==> src/rtl/vend_credit_controller.sv <==
// ---------------------------------------------------------------------------
// vend_credit_controller
//   Runs one vending transaction. Coins build up credit, a product selection
//   is checked against its price, the dispenser is driven via disp_req/ack,
//   and any remaining credit is paid back one unit coin at a time via
//   chg_req/ack.
//
// Ports
//   clk, rst        clock (rising edge) and synchronous active-high reset
//   coin_n, coin_d  1-cycle coin pulses worth 1 and 2 units
//   sel_a, sel_b    1-cycle product select pulses (A wins if both are high)
//   cancel          1-cycle abort pulse, refunds all credit
//   disp_req/sel    dispense request and product (0=A, 1=B), held until ack
//   disp_ack        dispenser completion, looked at only in DISPENSE
//   chg_req/ack     one-coin change handshake
//   credit          current credit in units
//   coin_reject     registered pulse: coin(s) of that cycle were refused
//   sel_nack        registered pulse: selection refused
//   busy            high while dispensing or returning change
// ---------------------------------------------------------------------------
module vend_credit_controller #(
  parameter int CREDIT_W   = 5,
  parameter int PRICE_A    = 3,
  parameter int PRICE_B    = 4,
  parameter int MAX_CREDIT = 10,
  parameter int TIMEOUT    = 255
) (
  input  logic                clk,
  input  logic                rst,
  input  logic                coin_n,
  input  logic                coin_d,
  input  logic                sel_a,
  input  logic                sel_b,
  input  logic                cancel,
  output logic                disp_req,
  output logic                disp_sel,
  input  logic                disp_ack,
  output logic                chg_req,
  input  logic                chg_ack,
  output logic [CREDIT_W-1:0] credit,
  output logic                coin_reject,
  output logic                sel_nack,
  output logic                busy
);

  // The timer only has to reach TIMEOUT-1.
  localparam int TIMER_W = (TIMEOUT > 1) ? $clog2(TIMEOUT) : 1;
  localparam int SUM_W   = CREDIT_W + 2;

  typedef enum logic [1:0] {
    ST_IDLE     = 2'd0,
    ST_COLLECT  = 2'd1,
    ST_DISPENSE = 2'd2,
    ST_CHANGE   = 2'd3
  } state_t;

  state_t              state_r, state_s;
  logic [CREDIT_W-1:0] credit_r, credit_s;
  logic                sel_r, sel_s;
  logic [TIMER_W-1:0]  timer_r, timer_s;
  // The timer advances on every second quiet COLLECT cycle; phase_r tracks
  // which half of the pair we are in.
  logic                phase_r, phase_s;
  logic                coin_reject_r, coin_reject_s;
  logic                sel_nack_r, sel_nack_s;

  logic                coin_any_s;
  logic                sel_any_s;
  logic [SUM_W-1:0]    credit_sum_s;
  logic                coin_fits_s;
  logic [CREDIT_W-1:0] price_s;
  logic                price_ok_s;

  // Shared decode of the coin value and the selected price
  always_comb begin
    coin_any_s   = coin_n | coin_d;
    sel_any_s    = sel_a | sel_b;
    // {coin_d, coin_n} is exactly coin_d*2 + coin_n.
    credit_sum_s = {2'b00, credit_r} + {{CREDIT_W{1'b0}}, coin_d, coin_n};
    coin_fits_s  = (credit_sum_s <= SUM_W'(MAX_CREDIT));
    if (sel_a) begin
      price_s = CREDIT_W'(PRICE_A);
    end else begin
      price_s = CREDIT_W'(PRICE_B);
    end
    price_ok_s   = (credit_r >= price_s);
  end

  // Next-state, credit, timer and pulse logic
  always_comb begin
    state_s       = state_r;
    credit_s      = credit_r;
    sel_s         = sel_r;
    timer_s       = timer_r;
    phase_s       = phase_r;
    coin_reject_s = 1'b0;
    sel_nack_s    = 1'b0;

    case (state_r)
      ST_IDLE: begin
        timer_s = {TIMER_W{1'b0}};
        phase_s = 1'b0;
        if (sel_any_s) begin
          sel_nack_s = 1'b1;
        end else begin
          sel_nack_s = 1'b0;
        end
        if (coin_any_s) begin
          if (coin_fits_s) begin
            credit_s = credit_sum_s[CREDIT_W-1:0];
            state_s  = ST_COLLECT;
          end else begin
            coin_reject_s = 1'b1;
          end
        end else begin
          state_s = ST_IDLE;
        end
      end

      ST_COLLECT: begin
        if (cancel) begin
          // A cancel beats any coin or select in the same cycle.
          state_s       = ST_CHANGE;
          coin_reject_s = coin_any_s;
          timer_s       = {TIMER_W{1'b0}};
          phase_s       = 1'b0;
        end else if (sel_any_s && price_ok_s) begin
          state_s       = ST_DISPENSE;
          sel_s         = ~sel_a;
          credit_s      = credit_r - price_s;
          coin_reject_s = coin_any_s;
          timer_s       = {TIMER_W{1'b0}};
          phase_s       = 1'b0;
        end else if (sel_any_s || coin_any_s) begin
          // A refused select does not win, so a coin this cycle still counts.
          timer_s    = {TIMER_W{1'b0}};
          phase_s    = 1'b0;
          sel_nack_s = sel_any_s;
          if (coin_any_s && coin_fits_s) begin
            credit_s = credit_sum_s[CREDIT_W-1:0];
          end else begin
            coin_reject_s = coin_any_s;
          end
        end else if (timer_r == TIMER_W'(TIMEOUT - 1)) begin
          state_s = ST_CHANGE;
          timer_s = {TIMER_W{1'b0}};
          phase_s = 1'b0;
        end else begin
          phase_s = ~phase_r;
          if (phase_r) begin
            timer_s = timer_r + TIMER_W'(1);
          end else begin
            timer_s = timer_r;
          end
        end
      end

      ST_DISPENSE: begin
        coin_reject_s = coin_any_s;
        if (disp_ack) begin
          if (credit_r != {CREDIT_W{1'b0}}) begin
            state_s = ST_CHANGE;
          end else begin
            state_s = ST_IDLE;
          end
        end else begin
          state_s = ST_DISPENSE;
        end
      end

      ST_CHANGE: begin
        coin_reject_s = coin_any_s;
        if (chg_ack && (credit_r != {CREDIT_W{1'b0}})) begin
          credit_s = credit_r - CREDIT_W'(1);
          if (credit_r == CREDIT_W'(1)) begin
            state_s = ST_IDLE;
          end else begin
            state_s = ST_CHANGE;
          end
        end else begin
          state_s = ST_CHANGE;
        end
      end

      default: begin
        state_s  = ST_IDLE;
        credit_s = {CREDIT_W{1'b0}};
        sel_s    = 1'b0;
        timer_s  = {TIMER_W{1'b0}};
        phase_s  = 1'b0;
      end
    endcase
  end

  // State and datapath registers
  always_ff @(posedge clk) begin
    if (rst) begin
      state_r       <= ST_IDLE;
      credit_r      <= {CREDIT_W{1'b0}};
      sel_r         <= 1'b0;
      timer_r       <= {TIMER_W{1'b0}};
      phase_r       <= 1'b0;
      coin_reject_r <= 1'b0;
      sel_nack_r    <= 1'b0;
    end else begin
      state_r       <= state_s;
      credit_r      <= credit_s;
      sel_r         <= sel_s;
      timer_r       <= timer_s;
      phase_r       <= phase_s;
      coin_reject_r <= coin_reject_s;
      sel_nack_r    <= sel_nack_s;
    end
  end

  // Moore outputs decoded from registered state
  always_comb begin
    disp_req    = (state_r == ST_DISPENSE);
    disp_sel    = (state_r == ST_DISPENSE) & sel_r;
    chg_req     = (state_r == ST_CHANGE) & (credit_r != {CREDIT_W{1'b0}});
    busy        = (state_r == ST_DISPENSE) | (state_r == ST_CHANGE);
    credit      = credit_r;
    coin_reject = coin_reject_r;
    sel_nack    = sel_nack_r;
  end

endmodule

==> config.mk <==
export PLATFORM = sky130hd
export DESIGN_NAME = vend_credit_controller
export DESIGN_NICKNAME = d
export VERILOG_FILES = /design/src/rtl/vend_credit_controller.sv
export SDC_FILE = /design/constraint.sdc
export NUM_CORES = 1
export LEC_CHECK = 0
export ABC_AREA = 1
export CORE_UTILIZATION = 40
export DETAILED_ROUTE_END_ITERATION = 8
export DONT_BUFFER_PORTS = 1
export PLACE_DENSITY_LB_ADDON = 0.3
export SLEW_MARGIN = 20
export SYNTH_ARGS = -nofsm -noshare
export SYNTH_HDL_FRONTEND = slang
export SYNTH_SLANG_ARGS = --single-unit
==> constraint.sdc <==
create_clock -name clk -period 4.82 [get_ports clk]
set_input_delay 0.964 -clock clk [delete_from_list [all_inputs] [get_ports clk]]
set_output_delay 0.964 -clock clk [all_outputs]
set_load 0.05 [all_outputs]
; ---- After elaboration in Yosys (flattened, before gate mapping)
; Index checks and enable logic that the tools add are counted.
[word_totals]
reg_bits = 19
inputBits = 9
output_inout_bits = 11
wordCells = 92
[op_classes]
add_sub_neg = 4
order_cmp = 2
eq_ne = 15
muxes = 43
n_bitwise = 8
reduce_logical = 13
[op_table]
columns = operator, count
row1 = $mux W8, 5
row2 = $mux W5, 7
row3 = $mux W2, 10
row4 = $pmux W8 S2, 1
row5 = $pmux W5 S3, 1
row6 = $mux W1, 14
row7 = $ne A3 B3 Y1 const B, 3
row8 = $add A8 B1 Y8 const B, 1
row9 = $eq A8 B8 Y1 const B, 1
row10 = $ne A2 B2 Y1 const B, 4
row11 = $ne A4 B4 Y1 const B, 2
row12 = $pmux W2 S4, 1
row13 = $reduce_and A7 Y1, 1
row14 = $add A5 B2 Y6, 1
row15 = $le A6 B4 Y1 const B, 1
row16 = $ne A6 B6 Y1 const B, 1
row17 = $reduce_and A3 Y1, 2
row18 = $eq A5 B1 Y1 const B, 1
row19 = $ge A5 B5 Y1, 1
row20 = $reduce_bool A5 Y1, 1
row21 = $sub A5 B1 Y5 const B, 1
row22 = $sub A5 B5 Y5, 1
row23 = $eq A2 B2 Y1 const B, 2
row24 = $pmux W1 S2, 2
row25 = other kinds (13), 20

; ---- Longest topological paths before layout
; Gate-level depths: netlist of run 1.
[depth]
word_depth = 8
mapped_depth = 14

; ---- Least setup slack after synthesis of run 1
; Ideal clock, no wire load.
[synth_timing]
path_type = register to output
from = register state_r[1]
to = output port disp_sel
arrival_ns = 1.714
slack_ns = 2.142
path_stages_with_launch = 4
path_buffers = 1
cell_sequence = dfxtp_1 -> buf_4 -> clkinv_1 -> nor3_1
[synth_via]
elab_chain_len = 2
[synth_lines]
columns = element, line_no
row1 = start: declaration, 57  ; state_t state_r, state_s;
row2 = start signal: assignment, 206  ; state_r <= state_s;
row3 = $eq A2 B2 Y1, 219  ; disp_sel = (state_r == ST_DISPENSE) & sel_r;
row4 = $and A1 B1 Y1, 219
row5 = end: declaration, 36  ; output logic disp_sel,
; No other way between the ends.

; ---- Worst setup path after layout of run 1
[layout_timing]
from = register state_r[1]
to = output port disp_req
[layout_via]
elab_chain_len = 1
[layout_lines]
columns = element, line_no
row1 = $eq A2 B2 Y1, 218  ; disp_req = (state_r == ST_DISPENSE);
row2 = end: declaration, 35  ; output logic disp_req,
; No other way between the ends.

==> results.cfg, run 1 <==
[worst_setup_path]
cpPeakStageDelay_ns = 0.88
cp.arrival_ns = 2.47
path_cells = clkinv_1 > nor2_1
critPathBufInv = 1
path_delay_family = flip-flops
required_ns = 3.86
r2r_cells = 5
start_kind = register
path_class = register to output port
reg2reg_to = state_r[1]$_SDFFE_PP0P_
critPathMaxFanout = 9
r2r_start = state_r[1]$_SDFFE_PP0P_
endpoint_kind = output port
ff2ff_setup_slack_ns = 2.07
cpMaxStageDelayCell = dfxtp_1

[global_route]
track_usage_pct = 18.6
overflow = 0
grt_antenna_before_repair = 0
first_global_vias = 1385
grt_max_degree = 12
grt_pass1_wl_um = 6170

[cts]
htreeDepth = 1
cts_tree = done
postCtsSetupBuffers = 0
cts.sinks = 19
clock_path_buffers = 2
worstSkewPairLatency_ns = 0.26
hold_buffers = 0
ctsResizeCount = 0
cts_buffers = 3
clockRootBuffer = clkbuf_8
clkTransAtPathRegs_ns = 0.08

[yosys]
synth_cell_types = 39
yosys_warnings = 0
syn_area_per_cell_um2 = 6.34
synth_area_um2 = 1620
synth_edf_count = 0
synthCells = 256
synthArstFlopShare_pct = 0
ys_seq_elements = 19
synth_nets = 276
ys.flop_type = dfxtp_1
ys_seq_area_share_pct = 23.4

[timing]
fin_hold_ws_ns = 0.453
fin_crit_sh_pct = 71.2
worst_pin_slew_ns = 0.938
final.setup.tns_ns = 0
slew_violations = 0
setup_viol_count_final = 0
layout_min_cycle_time_ns = 3.43
finalClockSkew_ns = 0.00164
fmax_mhz = 291
rsz0062_at_grt = no
report.final.hold_viol_count = 0
slew_headroom_pct = 37.2

[cells_and_area]
stdcell_count = 305
layout-drive-gt1-share_pct = 10.1
num-fill-cells = 393
area_growth_pct = 5.47
num-nets-final = 278
final_util_pct = 45.4
multi_input_area_um2 = 1070
regArea_um2 = 380
antenna_cells = 0

[detailed_routing]
drc_errors = 0
vias_per_cell = 5.04
wirelength_um = 3670
drt_iter0_drc = 54
via_count = 1537
wl_per_cell_um = 12.0
first_pass_iters = 4
final_antenna_net_count = 0

[floorplanning]
rows = 22
dieArea_um2 = 4320
core_area_um2 = 3770
die_h_um = 65.7
ioPinCount = 20
die_x_um = 65.7
initial_core_util_pct = 43.0

[place]
gp_congestion = 0.894
io_buffers = 0
place_inst = 301
dp_hpwl_um = 2990

[power]
power_density_nw_per_um2 = 599
p_leak_uw = 0.000795
combPwrFrac_pct = 55.8
p_clk_share_pct = 11.3
internal_power_uw = 441
power.switching_uw = 584
swShare_pct = 57.0
p_seq_share_pct = 32.9
p_total_uw = 1030
ir_drop_mv = 0.424

[worst_hold_path]
holdPathEnd = timer_r[7]$_SDFFE_PP0P_
worstHoldPathCells = 2
hp-class = register to register
hp-start = timer_r[7]$_SDFFE_PP0P_

[run]
cap_viol_max_count = 0

[run_status]
status = completed
power by group through the flow:
stage	clock network [uW]	logic (uW)	registers [uW]
2_1_floorplan	0	507	300
3_3_place_gp	0	566	342
3_5_place_dp	0	569	342
4_1_cts	117	570	339
5_1_grt	123	650	345
6_report	116	572	338
worst max path at each step:
stage | from | endpoint | cells past startpoint
after floorplan | state_r[1]$_SDFFE_PP0P_ | disp_sel | 3
after global placement | state_r[1]$_SDFFE_PP0P_ | disp_req | 2
after detailed placement | state_r[1]$_SDFFE_PP0P_ | disp_req | 2
after CTS | state_r[1]$_SDFFE_PP0P_ | disp_req | 2
after global routing | state_r[1]$_SDFFE_PP0P_ | disp_req | 2
final | state_r[1]$_SDFFE_PP0P_ | disp_req | 2
registers in the layout, indices dropped and copies added (netlist names):
register / cells
state_r: 2
sel_r: 1
sel_nack: 1
phase_r: 1
timer_r: 8
coin_reject: 1
credit: 5
layer usage:
metal	up-vias	share of wire, %	global-route usage [%]	routed length (um)
met5	-	0	0	0
met4	0	1.0	5.98	38
met3	4	6.2	2.95	228
met2	41	41	27.6	1490
met1	662	52	27.1	1920
li1	830	-	-	-
worst min-delay path, cell delays in order (launching register included):
cell     delay, ns
dfxtp_1       0.32
inv_1         0.06
a21oi_2       0.04
layout make-up:
cell class / count / area share (%)
sequential: 19 / 22.2
multi-input combinational: 194 / 62.6
tap: 48 / 3.51
clock inverter: 1 / 0.292
inverter: 40 / 8.92
clock buffer: 3 / 2.41
metrics by stage:
stage | instance area, um^2 | setup WS (ns)
4_1_cts | 1710 | 1.41
5_1_grt | 1710 | 1.34
3_5_place_dp | 1670 | 1.69
3_3_place_gp | 1670 | 1.72
2_1_floorplan | 1620 | 2.14
6_report | 1710 | 1.39
cells by family (layout without fill, tap and decap cells):
kind of cell | Yosys count | in the layout | synth area share [%]
adder cells (fa/ha/maj) | 11 | 11 | 9.41
AND/OR/NAND/NOR | 154 | 154 | 45.3
XOR/XNOR | 1 | 1 | 0.540
buffers and inverters | 43 | 44 | 10.8
flip-flops | 19 | 19 | 23.4
AO/OA/AOI/OAI | 28 | 28 | 10.5
synth_stat cells (3+ instances only):
library cell  instances  share of area (%)
nor2_1               31                7.2
ha_1                  9                6.9
nand3_1              29                8.9
a21oi_1               8                2.5
nand2_1              65                 15
o21ai_0              11                3.4
dfxtp_1              19                 23
nand4_1               4                1.5
inv_1                37                8.6
nor3_1                6                1.9
nand2_2               5                1.9
a21oi_2               3                1.6
placed cells by master (no fill, tap or decap), types with 2 or more instances in the layout:
| master | instances |
|---|---|
| nand2_1 | 65 |
| inv_1 | 37 |
| nor2_1 | 31 |
| nand3_1 | 29 |
| dfxtp_1 | 19 |
| o21ai_0 | 11 |
| ha_1 | 9 |
| a21oi_1 | 8 |
| nand2_2 | 5 |
| nor3_1 | 5 |
| nand4_1 | 4 |
| a21oi_2 | 3 |
| clkbuf_8 | 3 |
| nor3_2 | 2 |
| nand2_4 | 2 |
| fa_1 | 2 |
No activity file was read; power rests on OpenSTA's default activity.
==> run 2, diff against run 1 <==
ABC_AREA = 0   (was 1)
clock period = 2.9 ns   (was 4.82 ns; I/O delays follow)
==> run 2 against run 1 <==
Against the previous run:
- sequential power rose by 18%
- synthesized cell count down 25%
- cell count decreased by 19%
- power up 49%
- combinational power grew 65%
- global-route usage increased by 1.5 points
- largest power group unchanged
- non-clock buffer count is 11 higher
- first-iteration DRC count rose by 140%
- sequential share of layout area up 0.67 points
- flip-flop and latch count is the same
- critical endpoint is now credit[0]$_SDFFE_PP0P_
- hold slack lost 0.074 ns
- clock skew up 0.0020 ns
==> results.cfg, run 2 <==
[cts]
clock_path_buffers = 2
worstSkewPairLatency_ns = 0.26
cts.sinks = 19
cts_buffers = 3
cts_tree = done
hold_buffers = 0
clkTransAtPathRegs_ns = 0.08
htreeDepth = 1
postCtsSetupBuffers = 0
clockRootBuffer = clkbuf_8
ctsResizeCount = 0

[worst_setup_path]
required_ns = 3.10
endpoint_kind = register
path_class = register to register
critPathMaxFanout = 6
start_kind = register
cp.arrival_ns = 2.85

[cells_and_area]
top_register = timer_r
multi_input_area_um2 = 1040
final_util_pct = 48.3
area_growth_pct = 11.3
num-fill-cells = 332
layout-drive-gt1-share_pct = 11.9
largest_reg_flops = 8
final_common_cell = nor2_1
num-nets-final = 222
antenna_cells = 0
stdcell_count = 247
final_cell_mix = 23 x nor2_1, 19 x dfxtp_1, 17 x nand2_1
regArea_um2 = 380

[yosys]
synth.top_cells.by_area = dfxtp_1 25%, ha_1 7.5%, nor2_1 5.8%, a21oi_1 5.4%, nand2_1 4.3%
synth_top_area_cell = dfxtp_1
synth_nets = 213
synth_edf_count = 0
synth_most_common_cell = nor2_1
ys_seq_elements = 19
synth_cell_types = 50
ys_seq_area_share_pct = 25.5
synthCells = 193
syn_area_per_cell_um2 = 7.73
synth_area_um2 = 1490
synthArstFlopShare_pct = 0
synth_top_area_share_pct = 25.5
yosys_warnings = 0
synthTopCellsByCount = 23 x nor2_1, 19 x dfxtp_1, 17 x nand2_1, 16 x a21oi_1, 11 x inv_1
ys.flop_type = dfxtp_1

[global_route]
grt_antenna_before_repair = 0
grt_max_degree = 17
track_usage_pct = 20.1
grt_pass1_wl_um = 6420
overflow = 0
first_global_vias = 1448

[timing]
rsz0062_at_grt = no
slew_headroom_pct = 58.1
fmax_mhz = 377
setup_viol_count_final = 0
layout_min_cycle_time_ns = 2.65
final.setup.tns_ns = 0
slew_violations = 0
worst_slack_ns = 0.247
finalClockSkew_ns = 0.00361
report.final.hold_viol_count = 0
worst_pin_slew_ns = 0.628
fin_crit_sh_pct = 91.5

[power]
ir_drop_mv = 0.244
power_density_nw_per_um2 = 919
p_leak_uw = 0.000635

[detailed_routing]
drc_errors = 0
wl_per_cell_um = 15.8
final_antenna_net_count = 0
via_count = 1516
vias_per_cell = 6.14
first_pass_iters = 4
wirelength_um = 3910
drt_iter0_drc = 129

[place]
place_inst = 243
dp_hpwl_um = 3010
gp_congestion = 0.893
io_buffers = 0
pre_cts_slack_ns = 0.0950

[worst_hold_path]
hp-class = input port to register

[floorplanning]
rows = 21
initial_core_util_pct = 43.4
core_area_um2 = 3440
dieArea_um2 = 3980
die_h_um = 63.1
die_x_um = 63.1
ioPinCount = 20

[run_status]
status = completed

[run]
cap_viol_max_count = 0
run 2: per-layer routing:
| layer | vias to the layer above | wire, um | global-route usage, % |
|---|---|---|---|
| met5 | - | 0 | 0 |
| met4 | 0 | 69 | 8.72 |
| met3 | 8 | 235 | 3.44 |
| met2 | 59 | 1960 | 34.9 |
| met1 | 713 | 1650 | 24.0 |
| li1 | 736 | - | - |
run 2: worst max-delay path, cell delays in order, from the launching register on:
cell and delay (ns):
dfxtp_1 0.35, buf_4 0.23, inv_1 0.12, ha_1 0.31, and3_1 0.20, nor4_2 0.36, a21oi_1 0.18, nor4_2 0.41
or2_4 0.25, o311a_1 0.17
run 2: worst paths after layout:
| path | from | depth (start not counted) | slack [ns] | end |
|---|---|---|---|---|
| worst max-delay path | credit[0]$_SDFFE_PP0P_ | 9 | 0.25 | credit[0]$_SDFFE_PP0P_ |
| worst min-delay path | rst | 1 | 0.38 | timer_r[1]$_SDFFE_PP0P_ |
| worst max register to register | credit[0]$_SDFFE_PP0P_ | 9 | 0.25 | credit[0]$_SDFFE_PP0P_ |
| worst min register to register | timer_r[7]$_SDFFE_PP0P_ | 2 | 0.51 | timer_r[7]$_SDFFE_PP0P_ |
run 2: power by group:
part | internal (uW) | total, uW | switching (uW)
Combinational | 347 | 941 | 593
Clock | 95.6 | 188 | 92.1
Sequential | 305 | 399 | 93.4
Total | 748 | 1530 | 779
run 2: final cells by class:
type	count	share of cell area, %
Clock buffer	3	2.48
Clock inverter	1	0.301
Inverter	11	2.48
Multi-Input combinational cell	156	62.7
Sequential cell	19	22.9
Tap cell	46	3.46
Timing Repair Buffer	11	5.72
run 2: logic make-up (layout without fill, tap and decap cells):
| logic type | after synthesis | count (layout) | share of synthesized area, % |
|---|---|---|---|
| AO/OA/AOI/OAI | 57 | 57 | 26.4 |
| adder cells (fa/ha/maj) | 11 | 11 | 10.2 |
| flip-flops | 19 | 19 | 25.5 |
| XOR/XNOR | 5 | 5 | 2.93 |
| AND/OR/NAND/NOR | 80 | 80 | 28.1 |
| multiplexers | 3 | 3 | 2.10 |
| buffers and inverters | 18 | 26 | 4.78 |
run 2: through the flow:
| step | cell area (um^2) | hold slack, ns | total power (uW) |
|---|---|---|---|
| 6_report | 1660 | 0.379 | 1530 |
| 5_1_grt | 1660 | 0.374 | 1630 |
| 4_1_cts | 1660 | 0.383 | 1510 |
| 3_5_place_dp | 1620 | 0.487 | 1330 |
| 3_3_place_gp | 1620 | 0.468 | 1300 |
| 2_1_floorplan | 1490 | 0.458 | 1120 |
==> run 3, diff against run 2 <==
ABC_AREA = 1   (was 0)
==> run 3 against run 2 <==
Against the previous run:
- flip-flop and latch count did not move
- sequential power rose by 4%
- sequential share of layout area fell by 1.4 points
- non-clock buffer count fell by 3
- power rose by 15%
- largest cell class unchanged
==> results.cfg, run 3 (same netlist as run 1, synthesis figures left out) <==
[run_status]
status = completed

[timing]
report.final.hold_viol_count = 0
fmax_mhz = 417
fin_crit_sh_pct = 82.6
slew_headroom_pct = 67.6
worst_pin_slew_ns = 0.485
slew_violations = 0
finalClockSkew_ns = 0.00360
setup_viol_count_final = 0
rsz0062_at_grt = no
final.setup.tns_ns = 0
layout_min_cycle_time_ns = 2.40

[floorplanning]
initial_core_util_pct = 43.0
die_h_um = 65.7
rows = 22
die_x_um = 65.7
core_area_um2 = 3770
dieArea_um2 = 4320
ioPinCount = 20

[worst_hold_path]
hp-class = input port to register
hp-start = rst
holdPathEnd = timer_r[1]$_SDFFE_PP0P_
worstHoldPathCells = 1

[power]
swShare_pct = 55.8
p_leak_uw = 0.000837
p_seq_share_pct = 23.6
p_clk_share_pct = 10.9
combPwrFrac_pct = 65.5
ir_drop_mv = 0.523
power_density_nw_per_um2 = 995
power.switching_uw = 983
internal_power_uw = 779

[detailed_routing]
via_count = 1615
drc_errors = 0
drt_iter0_drc = 99
first_pass_iters = 4
vias_per_cell = 5.16
final_antenna_net_count = 0
wl_per_cell_um = 12.2
wirelength_um = 3830

[cells_and_area]
fin_area_um2 = 1770
layout-drive-gt1-share_pct = 12.8
area_growth_pct = 9.18
antenna_cells = 0
top_register = timer_r
stdcell_count = 313
final_cell_mix = 65 x nand2_1, 37 x inv_1, 31 x nor2_1
final_common_cell = nand2_1
largest_reg_flops = 8
num-nets-final = 286

[place]
dp_hpwl_um = 3080
io_buffers = 0
place_inst = 309
gp_congestion = 0.952
dpl-instance-area_um2 = 1730

[global_route]
grt_antenna_before_repair = 0
grt_max_degree = 12
grt_pass1_wl_um = 6670
first_global_vias = 1427
overflow = 0
track_usage_pct = 19.9

[worst_setup_path]
start_kind = register
cp.arrival_ns = 1.82
endpoint_kind = output port
r2r_start = credit[0]$_SDFFE_PP0P_
ff2ff_setup_slack_ns = 0.77
required_ns = 2.32
r2r_cells = 15
critPathMaxFanout = 5
path_class = register to output port
reg2reg_to = credit[4]$_SDFFE_PP0P_

[cts]
htreeDepth = 1
cts_tree = done
hold_buffers = 0
cts_buffers = 3
clockRootBuffer = clkbuf_8
worstSkewPairLatency_ns = 0.26
clkTransAtPathRegs_ns = 0.08
cts.sinks = 19
clock_path_buffers = 2
postCtsSetupBuffers = 0
ctsResizeCount = 0

[run]
cap_viol_max_count = 0
[run 3: cell count changes in the layout (fill, tap and decap cells not counted), moves of 7 or more]
| cell | before | now |
|---|---|---|
| nand3_1 | 4 | 29 |
| a21oi_1 | 16 | 8 |
| nand2_1 | 17 | 65 |
| nor2_1 | 23 | 31 |
| inv_1 | 11 | 37 |
| nor2b_1 | 7 | 0 |
[run 3: through the flow]
step / total power, uW / utilization (%) / setup WS, ns / hold slack (ns)
global placement: 1560 / 45.8 / 0.792 / 0.442
CTS: 1760 / 47.0 / 0.494 / 0.379
global route: 1930 / 47.0 / 0.381 / 0.374
detailed placement: 1570 / 45.8 / 0.773 / 0.447
floorplan: 1340 / - / 0.606 / 0.430
finish: 1760 / 47.0 / 0.504 / 0.381
[run 3: final cells by class]
cell class              count  area [um^2]
clock inverters             1         5.00
multi-input cells         194         1070
well taps                  48         60.1
inverters                  40          153
clock buffers               3         41.3
flip-flops and latches     19          380
repair buffers              8         60.1
fillers                   398         2000
[run 3: how the worst max path moves through the flow]
stage | from | end | slack [ns] | depth (start not counted)
floorplan | state_r[1]$_SDFFE_PP0P_ | disp_sel | 0.61 | 3
global placement | coin_n | credit[4]$_SDFFE_PP0P_ | 0.79 | 12
detailed placement | coin_n | credit[4]$_SDFFE_PP0P_ | 0.77 | 12
CTS | credit[1]$_SDFFE_PP0P_ | chg_req | 0.49 | 6
global route | credit[1]$_SDFFE_PP0P_ | chg_req | 0.38 | 6
finish | credit[1]$_SDFFE_PP0P_ | chg_req | 0.50 | 6
[run 3: critical path, stage by stage, from the launching register on]
cell	delay, ns
dfxtp_1	0.46
buf_4	0.26
inv_1	0.11
ha_1	0.24
nand2_2	0.12
nand2_1	0.06
inv_1	0.32
[run 3: power groups by stage]
stage,Combinational (uW),Sequential (uW),Clock [uW]
after global placement,1140,422,0
after floorplan,843,499,0
after CTS,1150,416,197
after global routing,1300,426,207
final,1150,416,192
after detailed placement,1150,422,0
[run 3: per-layer routing]
metal  wire [um]  vias to the layer above  global-route usage, %
met3         301                        5                   3.65
met5           0                        -                      0
li1            -                      845                      -
met2        1560                       51                   29.2
met4          46                        0                   5.71
met1        1920                      714                   29.2
